[src/rtl/button_ctrl.sv]
// button_ctrl: per-channel synchroniser, debouncer and push/release/long-press classifier on one sample tick.
// Defining BUTTON_CTRL_AUTO_REPEAT_EN adds auto-repeat pulses while a button is held past long-press.
module button_ctrl #(
   parameter int N_BTN        = 4,
   parameter int TICK_DIV     = 25000000,
   parameter int DEB_SAMPLES  = 2,
   parameter int LONG_TICKS   = 12,
   parameter int REPEAT_TICKS = 2,
   parameter int ACTIVE_LOW   = 0
) (
   input  logic             clk_in,
   input  logic             rst_n,
   input  logic [N_BTN-1:0] btn_raw,
   output logic [N_BTN-1:0] btn_level,
   output logic [N_BTN-1:0] push_pulse,
   output logic [N_BTN-1:0] rel_pulse,
   output logic [N_BTN-1:0] long_pulse,
   output logic [N_BTN-1:0] long_level,
   output logic [N_BTN-1:0] rpt_pulse
);

   localparam int TW = $clog2(TICK_DIV);
   localparam int AW = $clog2(DEB_SAMPLES + 1);
   localparam logic [TW-1:0] TICK_LAST = TW'(TICK_DIV - 1);
   localparam logic [AW-1:0] DEB_LAST  = AW'(DEB_SAMPLES - 1);
   localparam logic [7:0]    LONG_LAST = 8'(LONG_TICKS - 1);
   localparam bit PARAMS_OK = (N_BTN >= 1) && (N_BTN <= 16) && (TICK_DIV >= 2) &&
                              (DEB_SAMPLES >= 1) && (DEB_SAMPLES <= 15) &&
                              (LONG_TICKS >= 1) && (LONG_TICKS <= 255) &&
                              (REPEAT_TICKS >= 1) && (REPEAT_TICKS <= 255);

   if (!PARAMS_OK) begin : g_param_check
      $error("button_ctrl: parameter out of range");
   end

   typedef enum logic [1:0] {
      ST_IDLE    = 2'd0,
      ST_PRESSED = 2'd1,
      ST_HELD    = 2'd2
   } state_t;

   logic [N_BTN-1:0] raw_s;
   logic [N_BTN-1:0] sync1_r;
   logic [N_BTN-1:0] sync2_r;
   logic [TW-1:0]    tick_cnt_r;
   logic             tick_s;

   assign raw_s  = btn_raw ^ {N_BTN{ACTIVE_LOW != 0}};
   assign tick_s = (tick_cnt_r == TICK_LAST);

   // Two-flop synchroniser, cleared to "not pressed"
   always_ff @(posedge clk_in or negedge rst_n) begin
      if (!rst_n) begin
         sync1_r <= {N_BTN{1'b0}};
         sync2_r <= {N_BTN{1'b0}};
      end else begin
         sync1_r <= raw_s;
         sync2_r <= sync1_r;
      end
   end

   // Shared sample-tick divider
   always_ff @(posedge clk_in or negedge rst_n) begin
      if (!rst_n) begin
         tick_cnt_r <= {TW{1'b0}};
      end else if (tick_s) begin
         tick_cnt_r <= {TW{1'b0}};
      end else begin
         tick_cnt_r <= tick_cnt_r + TW'(1);
      end
   end

   for (genvar i = 0; i < N_BTN; i++) begin : g_ch
      logic [AW-1:0] agree_r, agree_s;
      logic          level_r, level_s, press_s, release_s;
      state_t        state_r, state_s;
      logic [7:0]    hold_r, hold_s;
      logic          long_lvl_r, long_lvl_s;
      logic          push_r, push_s, rel_r, rel_s, long_r, long_s;

      // Debounce: the level flips only after DEB_SAMPLES consecutive disagreeing ticks
      always_comb begin
         agree_s   = agree_r;
         level_s   = level_r;
         press_s   = 1'b0;
         release_s = 1'b0;
         if (tick_s && (sync2_r[i] != level_r)) begin
            if (agree_r == DEB_LAST) begin
               agree_s   = {AW{1'b0}};
               level_s   = ~level_r;
               press_s   = ~level_r;
               release_s = level_r;
            end else begin
               agree_s = agree_r + AW'(1);
            end
         end else if (tick_s) begin
            agree_s = {AW{1'b0}};
         end else begin
            agree_s = agree_r;
         end
      end

      // Channel FSM; release has priority over a long-press landing on the same tick
      always_comb begin
         state_s    = state_r;
         hold_s     = hold_r;
         long_lvl_s = long_lvl_r;
         push_s     = 1'b0;
         rel_s      = 1'b0;
         long_s     = 1'b0;
         case (state_r)
            ST_IDLE: begin
               if (press_s) begin
                  state_s = ST_PRESSED;
                  hold_s  = 8'd0;
                  push_s  = 1'b1;
               end else begin
                  state_s = ST_IDLE;
               end
            end
            ST_PRESSED: begin
               if (release_s) begin
                  state_s = ST_IDLE;
                  rel_s   = 1'b1;
               end else if (tick_s && (hold_r == LONG_LAST)) begin
                  state_s    = ST_HELD;
                  hold_s     = hold_r + 8'd1;
                  long_s     = 1'b1;
                  long_lvl_s = 1'b1;
               end else if (tick_s) begin
                  hold_s = hold_r + 8'd1;
               end else begin
                  hold_s = hold_r;
               end
            end
            ST_HELD: begin
               if (release_s) begin
                  state_s    = ST_IDLE;
                  rel_s      = 1'b1;
                  long_lvl_s = 1'b0;
               end else if (tick_s && (hold_r != 8'hFF)) begin
                  hold_s = hold_r + 8'd1;
               end else begin
                  hold_s = hold_r;
               end
            end
            default: begin
               state_s    = ST_IDLE;
               hold_s     = 8'd0;
               long_lvl_s = 1'b0;
            end
         endcase
      end

      // Channel debounce, FSM and output registers
      always_ff @(posedge clk_in or negedge rst_n) begin
         if (!rst_n) begin
            agree_r    <= {AW{1'b0}};
            level_r    <= 1'b0;
            state_r    <= ST_IDLE;
            hold_r     <= 8'd0;
            long_lvl_r <= 1'b0;
            push_r     <= 1'b0;
            rel_r      <= 1'b0;
            long_r     <= 1'b0;
         end else begin
            agree_r    <= agree_s;
            level_r    <= level_s;
            state_r    <= state_s;
            hold_r     <= hold_s;
            long_lvl_r <= long_lvl_s;
            push_r     <= push_s;
            rel_r      <= rel_s;
            long_r     <= long_s;
         end
      end

      assign btn_level[i]  = level_r;
      assign push_pulse[i] = push_r;
      assign rel_pulse[i]  = rel_r;
      assign long_pulse[i] = long_r;
      assign long_level[i] = long_lvl_r;

`ifdef BUTTON_CTRL_AUTO_REPEAT_EN
      localparam logic [7:0] RPT_LAST = 8'(REPEAT_TICKS - 1);
      logic [7:0] rpt_cnt_r, rpt_cnt_s;
      logic       rpt_r, rpt_s;

      // Repeat counter restarts on long-press; a release tick never repeats
      always_comb begin
         rpt_cnt_s = rpt_cnt_r;
         rpt_s     = 1'b0;
         if (long_s) begin
            rpt_cnt_s = 8'd0;
         end else if ((state_r == ST_HELD) && tick_s && !release_s) begin
            if (rpt_cnt_r == RPT_LAST) begin
               rpt_cnt_s = 8'd0;
               rpt_s     = 1'b1;
            end else begin
               rpt_cnt_s = rpt_cnt_r + 8'd1;
            end
         end else begin
            rpt_cnt_s = rpt_cnt_r;
         end
      end

      // Repeat counter and pulse register
      always_ff @(posedge clk_in or negedge rst_n) begin
         if (!rst_n) begin
            rpt_cnt_r <= 8'd0;
            rpt_r     <= 1'b0;
         end else begin
            rpt_cnt_r <= rpt_cnt_s;
            rpt_r     <= rpt_s;
         end
      end

      assign rpt_pulse[i] = rpt_r;
`else
      assign rpt_pulse[i] = 1'b0;
`endif
   end

endmodule

[config.mk]
export PLATFORM = sky130hd
export DESIGN_NAME = button_ctrl
export DESIGN_NICKNAME = d
export VERILOG_FILES = /design/src/rtl/button_ctrl.sv
export SDC_FILE = /design/constraint.sdc
export NUM_CORES = 1
export LEC_CHECK = 0
export CELL_PAD_IN_SITES_DETAIL_PLACEMENT = 1
export CELL_PAD_IN_SITES_GLOBAL_PLACEMENT = 1
export CORE_MARGIN = 1.5
export CORE_UTILIZATION = 45
export CTS_CLUSTER_DIAMETER = 120
export CTS_CLUSTER_SIZE = 16
export DETAILED_ROUTE_END_ITERATION = 10
export PLACE_DENSITY = 0.8
export SYNTH_ARGS = -nofsm -noshare
export SYNTH_HDL_FRONTEND = slang
export SYNTH_SLANG_ARGS = --single-unit
[constraint.sdc]
create_clock -name clk_in -period 3.2 [get_ports clk_in]
set_clock_uncertainty 0.2 [all_clocks]
set_input_delay 0.48 -clock clk_in [delete_from_list [all_inputs] [get_ports clk_in]]
set_output_delay 0.48 -clock clk_in [all_outputs]
set_load 0.05 [all_outputs]
Word-level counts from Yosys, hierarchy flattened
Index checks and enable logic that the tools add are counted.

word-level totals
  register bits after elaboration = 101
  output and inout port bits = 24
  word-level logic and storage cells = 267

operators by class
  add/sub/neg operators = 9
  equality and inequality tests = 57
  multiplexer cells = 118
  bitwise logic cells = 8
  reduce and logical (&&, ||, !) cells = 40

operators with widths
  cell                                            number
  2-to-1 mux 8 bit                                24
  case mux 8 bit (3 select lines)                 4
  2-to-1 mux 1 bit                                60
  inequality test 2 bit (second input constant)   24
  2-to-1 mux 2 bit                                21
  adder 8 x 1 -> 8 bit (second input constant)    4
  == test 8 x 4 -> 1 bit (second input constant)  4
  inequality test 8 bit (second input constant)   4
  adder 25 x 1 -> 25 bit (second input constant)  1
  == test 25 bit (second input constant)          1
  2-to-1 mux 25 bit                               1
  inequality test 3 bit (second input constant)   8
  case mux 2 bit (3 select lines)                 4
  AND reduction 5 bit                             4
  == test 2 x 1 -> 1 bit (second input constant)  8
  AND reduction 2 bit                             8
  AND reduction 4 bit                             4
  logical AND 1 bit                               12
  case mux 1 bit (3 select lines)                 4
  adder 2 x 1 -> 2 bit (second input constant)    4
  == test 2 bit (second input constant)           4
  logical NOT 2 bit                               4
  inverter 1 bit                                  8
  nonzero test 2 bit                              4
  2 further kinds                                 8

Depth between registers and ports, before layout
Gate-level depths: netlist (run 1).

  depth after elaboration = 5
  gate-level depth with buffers = 9

Least setup slack after synthesis (run 1)
No wires, ideal clock.

  path kind = reg-to-reg
  start point = register tick_cnt_r[0]
  end point = register g_ch[2].state_r[0]
  setup time = 0.127 ns
  arrival time = 2.069 ns
  slack = 0.803 ns
  cell stages (with the launch flop) = 8
  path buffers = 0
  clock period less this slack = 2.397 ns
  path through = dfrtp_1 > ha_1 > and2_2 > nand2_4 > or4_4 > nor4_4 > o21ai_2 > mux2_1

on the way
  word-level cells in the longest chain between the ends = 5
  elaborated cells between the ends (all ways) = 11
  those cells by class = eq/ne (3); mux (5); reduce/logical (3)

ends and longest elaborated chain
  element                                                                 line  text
  start: declaration                                                      45    logic [TW-1:0] tick_cnt_r;
  start signal: assignment                                                65    tick_cnt_r <= {TW{1'b0}};
  start signal: assignment                                                67    tick_cnt_r <= {TW{1'b0}};
  start signal: assignment                                                69    tick_cnt_r <= tick_cnt_r + TW'(1);
  == test 25 bit (*)                                                      49    assign tick_s = (tick_cnt_r == TICK_LAST);
  logical AND 1 bit                                                       87    if (tick_s && (sync2_r[i] != level_r)) begin
  2-to-1 mux 1 bit                                                        87
  2-to-1 mux 2 bit, or another cell as far along                          122   if (release_s) begin
  case mux 2 bit (3 select lines) or AND reduction 2 bit (tied branches)  n/a
  end signal: assignment                                                  169   state_r <= state_s;
  end: declaration                                                        76    state_t state_r, state_s;

Mark *: on every way between the ends. The rest lies on a longest branch, timed or not.
A chain may end at the register's enable or synchronous reset.

Worst setup path in the final report (run 1)
  start point = register tick_cnt_r[0]
  end point = register g_ch[3].hold_r[2]

on the way
  word-level cells in the longest chain between the ends = 5
  elaborated cells between the ends (all ways) = 15
  those cells by class = eq/ne (6); mux (5); reduce/logical (4)

ends and longest elaborated chain
  element                                                                                  line     text
  == test 25 bit (*)                                                                       49
  logical AND 1 bit (on tied branches)                                                     87, 125
  2-to-1 mux 1 bit or 2-to-1 mux 8 bit (tied branches)                                     87, 125
  inequality test 2 bit (no source line) or 2-to-1 mux 8 bit (tied branches)               n/a
  AND reduction 5 bit (no source line) or case mux 8 bit (3 select lines) (tied branches)  n/a
  end signal: assignment                                                                   170      hold_r <= hold_s;
  end: declaration                                                                         77       logic [7:0] hold_r, hold_s;

Mark *: on every way between the ends. The rest lies on a longest branch, timed or not. The select of a mux whose other input is x is not followed.

==> results of run 1 <==
[cells by family (layout without fill, tap and decap cells)]
| logic type | count (synthesis) | count (layout) | share of synthesized area (%) |
|---|---|---|---|
| multiplexers | 17 | 17 | 3.41 |
| other | 1 | 4 | 0.0701 |
| buffers and inverters | 61 | 71 | 6.24 |
| adder cells (fa/ha/maj) | 17 | 17 | 3.98 |
| AO/OA/AOI/OAI | 68 | 68 | 8.51 |
| XOR/XNOR | 25 | 25 | 4.09 |
| AND/OR/NAND/NOR | 255 | 255 | 26.5 |
| flip-flops | 101 | 101 | 47.2 |
[power groups by stage]
stage               Sequential [W]  Combinational [W]  Clock [W]
finish                     0.00129          0.0000514    0.00119
global route               0.00129          0.0000583    0.00128
CTS                        0.00129          0.0000539    0.00123
detailed placement         0.00131          0.0000526          0
global placement           0.00131          0.0000515          0
floorplan                  0.00131          0.0000198          0
[metrics by stage]
step / setup WS (ns) / hold WS, ns / area (um2)
2_1_floorplan: 0.803 / -0.0156 / 5360
3_3_place_gp: 0.497 / 0.132 / 5600
3_5_place_dp: 0.356 / 0.137 / 5600
4_1_cts: 0.373 / 0.156 / 5930
5_1_grt: 0.148 / 0.166 / 5930
6_report: 0.375 / 0.153 / 5930
[worst max-delay path: cells and delay by family, from the launching register on]
family,cells,cell delay (ns)
AO/OA/AOI/OAI,2,1.18
AND/OR/NAND/NOR,4,0.65
flip-flops,1,0.42
adder cells (fa/ha/maj),1,0.25
[synth_stat cells (3+ instances only)]
master / n / area share, %
a21oi_1: 10 / 0.94
a32o_1: 3 / 0.56
and2_1: 3 / 0.35
and3_1: 12 / 1.4
and4_1: 7 / 1.1
buf_2: 3 / 0.28
buf_4: 24 / 3.4
clkbuf_1: 8 / 0.56
dfrtp_1: 101 / 47
ha_1: 17 / 4.0
inv_1: 23 / 1.6
mux2_2: 9 / 1.9
mux2i_1: 7 / 1.3
nand2_1: 61 / 4.3
nand2b_1: 11 / 1.3
nand3_1: 32 / 3.0
nand3b_1: 5 / 0.70
nand4_1: 12 / 1.4
nand4b_1: 4 / 0.65
nor2_1: 43 / 3.0
nor2b_1: 6 / 0.70
nor3_1: 11 / 1.0
nor3b_1: 3 / 0.42
nor4_1: 6 / 0.70
o211ai_1: 7 / 0.98
o21a_1: 5 / 0.70
o21ai_0: 18 / 1.7
o22ai_1: 4 / 0.47
o2bb2ai_1: 3 / 0.49
or2_2: 5 / 0.58
or3_1: 11 / 1.3
or4b_1: 4 / 0.75
xnor2_1: 11 / 1.8
xor2_1: 14 / 2.3
[cells in the final DEF, fill, tap and decap left out, types with 14 or more instances in the layout]
cell | netlist | routed
dfrtp_1 | 101 | 101
nor2_1 | 43 | 43
nand3_1 | 32 | 32
inv_1 | 23 | 23
o21ai_0 | 18 | 18
ha_1 | 17 | 17
clkdlybuf4s50_1 | 0 | 24
nand2_1 | 61 | 61
xor2_1 | 14 | 14
[registers in the layout (all words and copies together), names as in the netlist]
name and cells:
sync2_r 4, g_ch.agree_r 8, g_ch.hold_r 32, sync1_r 4, g_ch.long_lvl_r 4, tick_cnt_r 25
g_ch.push_r 4, g_ch.level_r 4, g_ch.rel_r 4, g_ch.state_r 8, g_ch.long_r 4
[final timing paths]
kind,startpoint,cells past startpoint,end
worst max-delay path,tick_cnt_r[0]$_DFF_PN0_,7,g_ch[3].hold_r[2]$_DFFE_PN0P_
worst min-delay path,sync1_r[0]$_DFF_PN0_,0,sync2_r[0]$_DFF_PN0_
worst min register to register,sync1_r[0]$_DFF_PN0_,0,sync2_r[0]$_DFF_PN0_
min in group asynchronous,rst_n,2,g_ch[3].hold_r[5]$_DFFE_PN0P_
worst max register to register,tick_cnt_r[0]$_DFF_PN0_,7,g_ch[3].hold_r[2]$_DFFE_PN0P_
max in group asynchronous,rst_n,3,g_ch[2].hold_r[7]$_DFFE_PN0P_
[cell type report]
class | instances | area [um2] | area share, %
flip-flops and latches | 101 | 2530 | 42.6
well taps | 143 | 179 | 3.01
clock inverters | 4 | 70.1 | 1.18
inverters | 23 | 86.3 | 1.45
multi-input cells | 386 | 2500 | 42.1
repair buffers | 32 | 315 | 5.31
clock buffers | 12 | 256 | 4.32
[metal layers]
metal	wire length, um	track usage, %	up-vias
li1	-	-	1914
met1	5300	25.8	1996
met2	6120	36.6	39
met3	284	4.32	15
met4	225	7.26	0
met5	0	0	-
==> reports/results.ini, run 1 <==
[status]
run_status=finished with violations
violations=design-rule violations

[setup_path]
end_kind=flip-flop
worstSetupPathType=reg -> reg
cp.arrival_ns=2.86
slowest_stage=o22ai_1
max_stage_delay_ns=0.92
reg2reg_slack_ns=0.37
critical_path.max_fanout=16
cp.required_ns=3.23
cp_common_cell=nor3_1
startpoint_type=flip-flop
crit_chain=ha_1, and2_2, nand4_1, nor3_1, o22ai_1, nor3_1, a211o_1

[clocking]
cts_resized=0
cts_tree=done
htreeDepth=3
cts_buffers=9
root_buffer=clkbuf_16
post_cts_buffers=0
worst_skew_pair.late_latency_ns=0.35
clockBufferDepth=2
hold_buffers=1
cts.sinks=101
clk_pin_slew_worst_paths_ns=0.07

[global_routing]
grt_max_degree=67
first_global_vias=4266
overflow=0
antenna_found_initial=0
grt_usage_pct=20.9
grt_pass1_wl_mm=21.0

[synthesis]
seq_area_frac_synth_pct=47.2
ys_ff_latch=101
synth_area_um2=5350
async_flop_share_pct=100
synth-edff-count=0
yosysWarnings=0
dominantRegCellSynth=dfrtp_1
avgSynthCellArea_um2=9.82
yosysUniqueCellTypes=68
synth_cells=545

[sta]
finalSetupTns_ns=0
rsz0062_at_grt=false
max_freq_mhz=354
finalSetupViolCount=0
slew_headroom_pct=20.1
fin_crit_sh_pct=88.3
drv_slew=0
layout_min_cycle_time_ns=2.83
finalHoldViolations=0
tightestPinTransition_ns=1.20

[power]
powerDensity_nw_per_um2=426
peakVddDrop_mv=0.368
intPower_w=0.00202
p_leak_nw=2.58
seqPwrFrac_pct=50.9
combPwrFrac_pct=2.0
sw_frac_of_total_pct=20.1
power.total_w=0.00253
switchingPower_w=0.000509
clkPwrFrac_pct=47.1

[floorplanning]
chipHeight_um=112
num_rows=39
die_area_um2=12600
die_w_um=112
initial_core_util_pct=46.5
core_um2=11500
ios=30

[worst_hold_path]
min_path_type=reg -> reg

[finish]
antenna_cells=0
area_delta_synth_final_pct=10.9
stdcell_count=701
final_util_pct=51.5
num-nets-final=576
num-fill-cells=1279
drive_gt1_share_pct=9.32

[drt]
post_drt_wl_per_cell_um=17.0
wirelength_mm=11.9
route.detailed.drc=2
first_iter_violations=163
dr.pass1.iters=7
vias=3964
ant_nets=0
viasPerCell=5.65

[placed_design]
gp_routability_congestion=0.747
dp.cells=684
io_buffers=25
place.detailed.hpwl_mm=8.50

[job]
maxCapViolations=0

(Power assumes the default switching activity.)
==> run 2: changes to the inputs <==
--- a/config.mk
+++ b/config.mk
@@ -12,7 +12,9 @@
 export CTS_CLUSTER_DIAMETER = 120
 export CTS_CLUSTER_SIZE = 16
 export DETAILED_ROUTE_END_ITERATION = 10
-export PLACE_DENSITY = 0.8
+export DONT_BUFFER_PORTS = 1
+export GPL_TIMING_DRIVEN = 0
+export PLACE_DENSITY = 0.76
 export SYNTH_ARGS = -nofsm -noshare
 export SYNTH_HDL_FRONTEND = slang
 export SYNTH_SLANG_ARGS = --single-unit
==> run 2 against run 1 <==
Effect of this change:
- the run still ends with design-rule violations left
- worst hold slack gained 0.0018 ns
- sequential power barely moved
- die area unchanged
- critical endpoint is now tick_cnt_r[18]$_DFF_PN0_
- total power shrank 4.2%
- combinational power is 4.3% higher
- final cell count is 1.6% higher
- final area decreased by 0.59%
- first-iteration DRC count is 21% higher
- wire length is 0.26% higher
- largest power group unchanged
==> reports/results.ini, run 2 (synthesized netlist as in run 1, its figures left out) <==
[status]
run_status=finished with violations
violations=design-rule violations

[drt]
dr.pass1.iters=7  ; unchanged
route.detailed.drc=2  ; unchanged
first_iter_violations=197  ; +21%
vias=4019  ; +1.4%
ant_nets=0  ; unchanged
viasPerCell=5.64  ; -0.18%
post_drt_wl_per_cell_um=16.8  ; -1.3%
wirelength_mm=12.0  ; +0.26%

[finish]
drive_gt1_share_pct=13.0  ; +3.7 points
num-nets-final=588  ; +2.1%
regMostFlops=g_ch.hold_r
layout_common_cells=101 x dfrtp_1, 61 x nand2_1, 43 x nor2_1
reg_top3=g_ch.hold_r x32, tick_cnt_r x25
layout_commonest_cell=dfrtp_1
antenna_cells=0  ; unchanged
area_delta_synth_final_pct=10.3
largest_register_ffs=32  ; unchanged

[job]
maxCapViolations=0  ; unchanged

[clocking]
htreeDepth=3  ; unchanged
cts_buffers=9  ; unchanged
clockBufferDepth=2  ; unchanged
cts_tree=done
root_buffer=clkbuf_16
cts_resized=0  ; unchanged
cts.sinks=101  ; unchanged
worst_skew_pair.late_latency_ns=0.36  ; about the same
clk_pin_slew_worst_paths_ns=0.07  ; about the same
post_cts_buffers=0  ; unchanged

[global_routing]
antenna_found_initial=0  ; unchanged
first_global_vias=4230  ; -0.84%
grt_pass1_wl_mm=20.7  ; -1.5%
grt_usage_pct=20.5  ; -0.43 points
overflow=0  ; unchanged
grt_max_degree=102  ; +52%

[floorplanning]
die_w_um=112  ; unchanged
core_um2=11500  ; unchanged
chipHeight_um=112  ; unchanged
ios=30  ; unchanged
die_area_um2=12600  ; unchanged
num_rows=39  ; unchanged
initial_core_util_pct=46.5  ; unchanged

[placed_design]
place.detailed.hpwl_mm=8.26  ; -2.8%
io_buffers=0  ; -100%
pre_cts_slack_ns=0.332  ; -0.0237 ns
gp_routability_congestion=0.778  ; +4.1%

[sta]
fin_crit_sh_pct=91.1  ; +2.8 points
layout_min_cycle_time_ns=2.92  ; +0.0905 ns
finalHoldViolations=0  ; unchanged
finalSetupTns_ns=0  ; unchanged
slew_headroom_pct=40.8  ; +21 points
drv_slew=0  ; unchanged
finalSetupViolCount=0  ; unchanged
finalWorstSetupSlack_ns=0.284  ; -0.0905 ns
tightestPinTransition_ns=0.876  ; -0.322 ns
rsz0062_at_grt=false
max_freq_mhz=343  ; -3.1%

[power]
powerDensity_nw_per_um2=411  ; -3.6%
peakVddDrop_mv=0.309  ; -16%
p_leak_nw=2.63  ; +2.0%

[worst_hold_path]
min_path_type=reg -> reg
holdPathStages=0  ; unchanged

[setup_path]
cp.required_ns=3.21  ; -0.02 ns
worstSetupPathType=reg -> reg
crit_family=simple AND/OR/NAND/NOR gates
cp_common_cell=nor2_1
slowest_stage=clkbuf_1
end_kind=flip-flop
crit_chain=ha_1, and2_2, nand4_1, nor2_1, clkbuf_1, buf_1, nor2_1
startpoint_type=flip-flop
cp.depth=7  ; unchanged
cp.arrival_ns=2.93  ; +0.07 ns
crit_buf_inv=2  ; +2
reg2reg_depth=7  ; unchanged
critical_path.max_fanout=10  ; -6
max_stage_delay_ns=0.47  ; -0.45 ns

run 2: changes by cell type in the layout (fill, tap and decap cells not counted), moves of 2 or more:
cell and change:
buf_4 +18, buf_2 +3, dlygate4sd3_1 +4, clkbuf_1 +8, clkdlybuf4s50_1 -24, clkbuf_8 -2
run 2: through the flow:
| step | area [um2] | util [%] | hold WS, ns | std cells | total power [W] |
|---|---|---|---|---|---|
| floorplan | 5360 | - | -0.0156 | 548 | 0.00133 |
| detailed placement | 5540 | 48.1 | -0.0129 | 691 | 0.00133 |
| finish | 5900 | 51.2 | 0.155 | 712 | 0.00242 |
| global route | 5900 | 51.2 | 0.159 | 712 | 0.00251 |
| CTS | 5900 | 51.2 | 0.158 | 712 | 0.00246 |
| global placement | 5540 | 48.1 | -0.0129 | 691 | 0.00133 |
run 2: metal layers:
| metal | track usage [%] | vias up | part of all wire (%) |
|---|---|---|---|
| li1 | - | 1932 | - |
| met1 | 26.3 | 2022 | 46 |
| met2 | 34.5 | 52 | 49 |
| met3 | 5.18 | 13 | 3.2 |
| met4 | 5.91 | 0 | 1.3 |
| met5 | 0 | - | 0 |
run 2: worst register-to-register path, cell delays in order (launching register included):
cell and delay (ns):
dfrtp_1 0.40, ha_1 0.23, and2_2 0.24, nand4_1 0.26, nor2_1 0.39, clkbuf_1 0.47, buf_1 0.46, nor2_1 0.13
run 2: timing repair:
item / CTS / global route
setup endpoints to repair: 0 / 0
hold endpoints to repair: 105 / 0
hold buffers: 6 / 0
run 2: path summary, 6_finish.rpt:
check,to,slack [ns],start
max,tick_cnt_r[18]$_DFF_PN0_,0.28,tick_cnt_r[0]$_DFF_PN0_
min,sync2_r[0]$_DFF_PN0_,0.15,sync1_r[0]$_DFF_PN0_
max reg2reg,tick_cnt_r[18]$_DFF_PN0_,0.28,tick_cnt_r[0]$_DFF_PN0_
min reg2reg,sync2_r[0]$_DFF_PN0_,0.15,sync1_r[0]$_DFF_PN0_
max in group asynchronous,g_ch[0].hold_r[3]$_DFFE_PN0P_,1.88,rst_n
min in group asynchronous,g_ch[3].hold_r[0]$_DFFE_PN0P_,0.52,rst_n
run 2: power by group:
part	internal [W]	total (W)	leakage [nW]	switching, W
registers	0.00128	0.00129	1.38	0.00000404
clock network	0.000599	0.00108	0.138	0.000485
logic	0.0000143	0.0000536	1.12	0.0000393
total	0.00189	0.00242	2.63	0.000529
run 2: area by class of cell:
class                      count  area, um2
buffer                        38        248
clock buffer                  10        229
clock inverter                 5       52.6
fill                        1314       5620
inverter                      23       86.3
multi-input combinational    386       2500
sequential                   101       2530
tap                          143        179
timing repair buffer           6       77.6
==> run 3: changes to the inputs <==
--- a/config.mk
+++ b/config.mk
@@ -13,8 +13,10 @@
 export CTS_CLUSTER_SIZE = 16
 export DETAILED_ROUTE_END_ITERATION = 10
 export DONT_BUFFER_PORTS = 1
+export GPL_ROUTABILITY_DRIVEN = 0
 export GPL_TIMING_DRIVEN = 0
 export PLACE_DENSITY = 0.76
 export SYNTH_ARGS = -nofsm -noshare
 export SYNTH_HDL_FRONTEND = slang
 export SYNTH_SLANG_ARGS = --single-unit
+export TNS_END_PERCENT = 10
==> results of run 3 <==
Same layout as run 2: the final DEF is identical, and so are final timing and power.
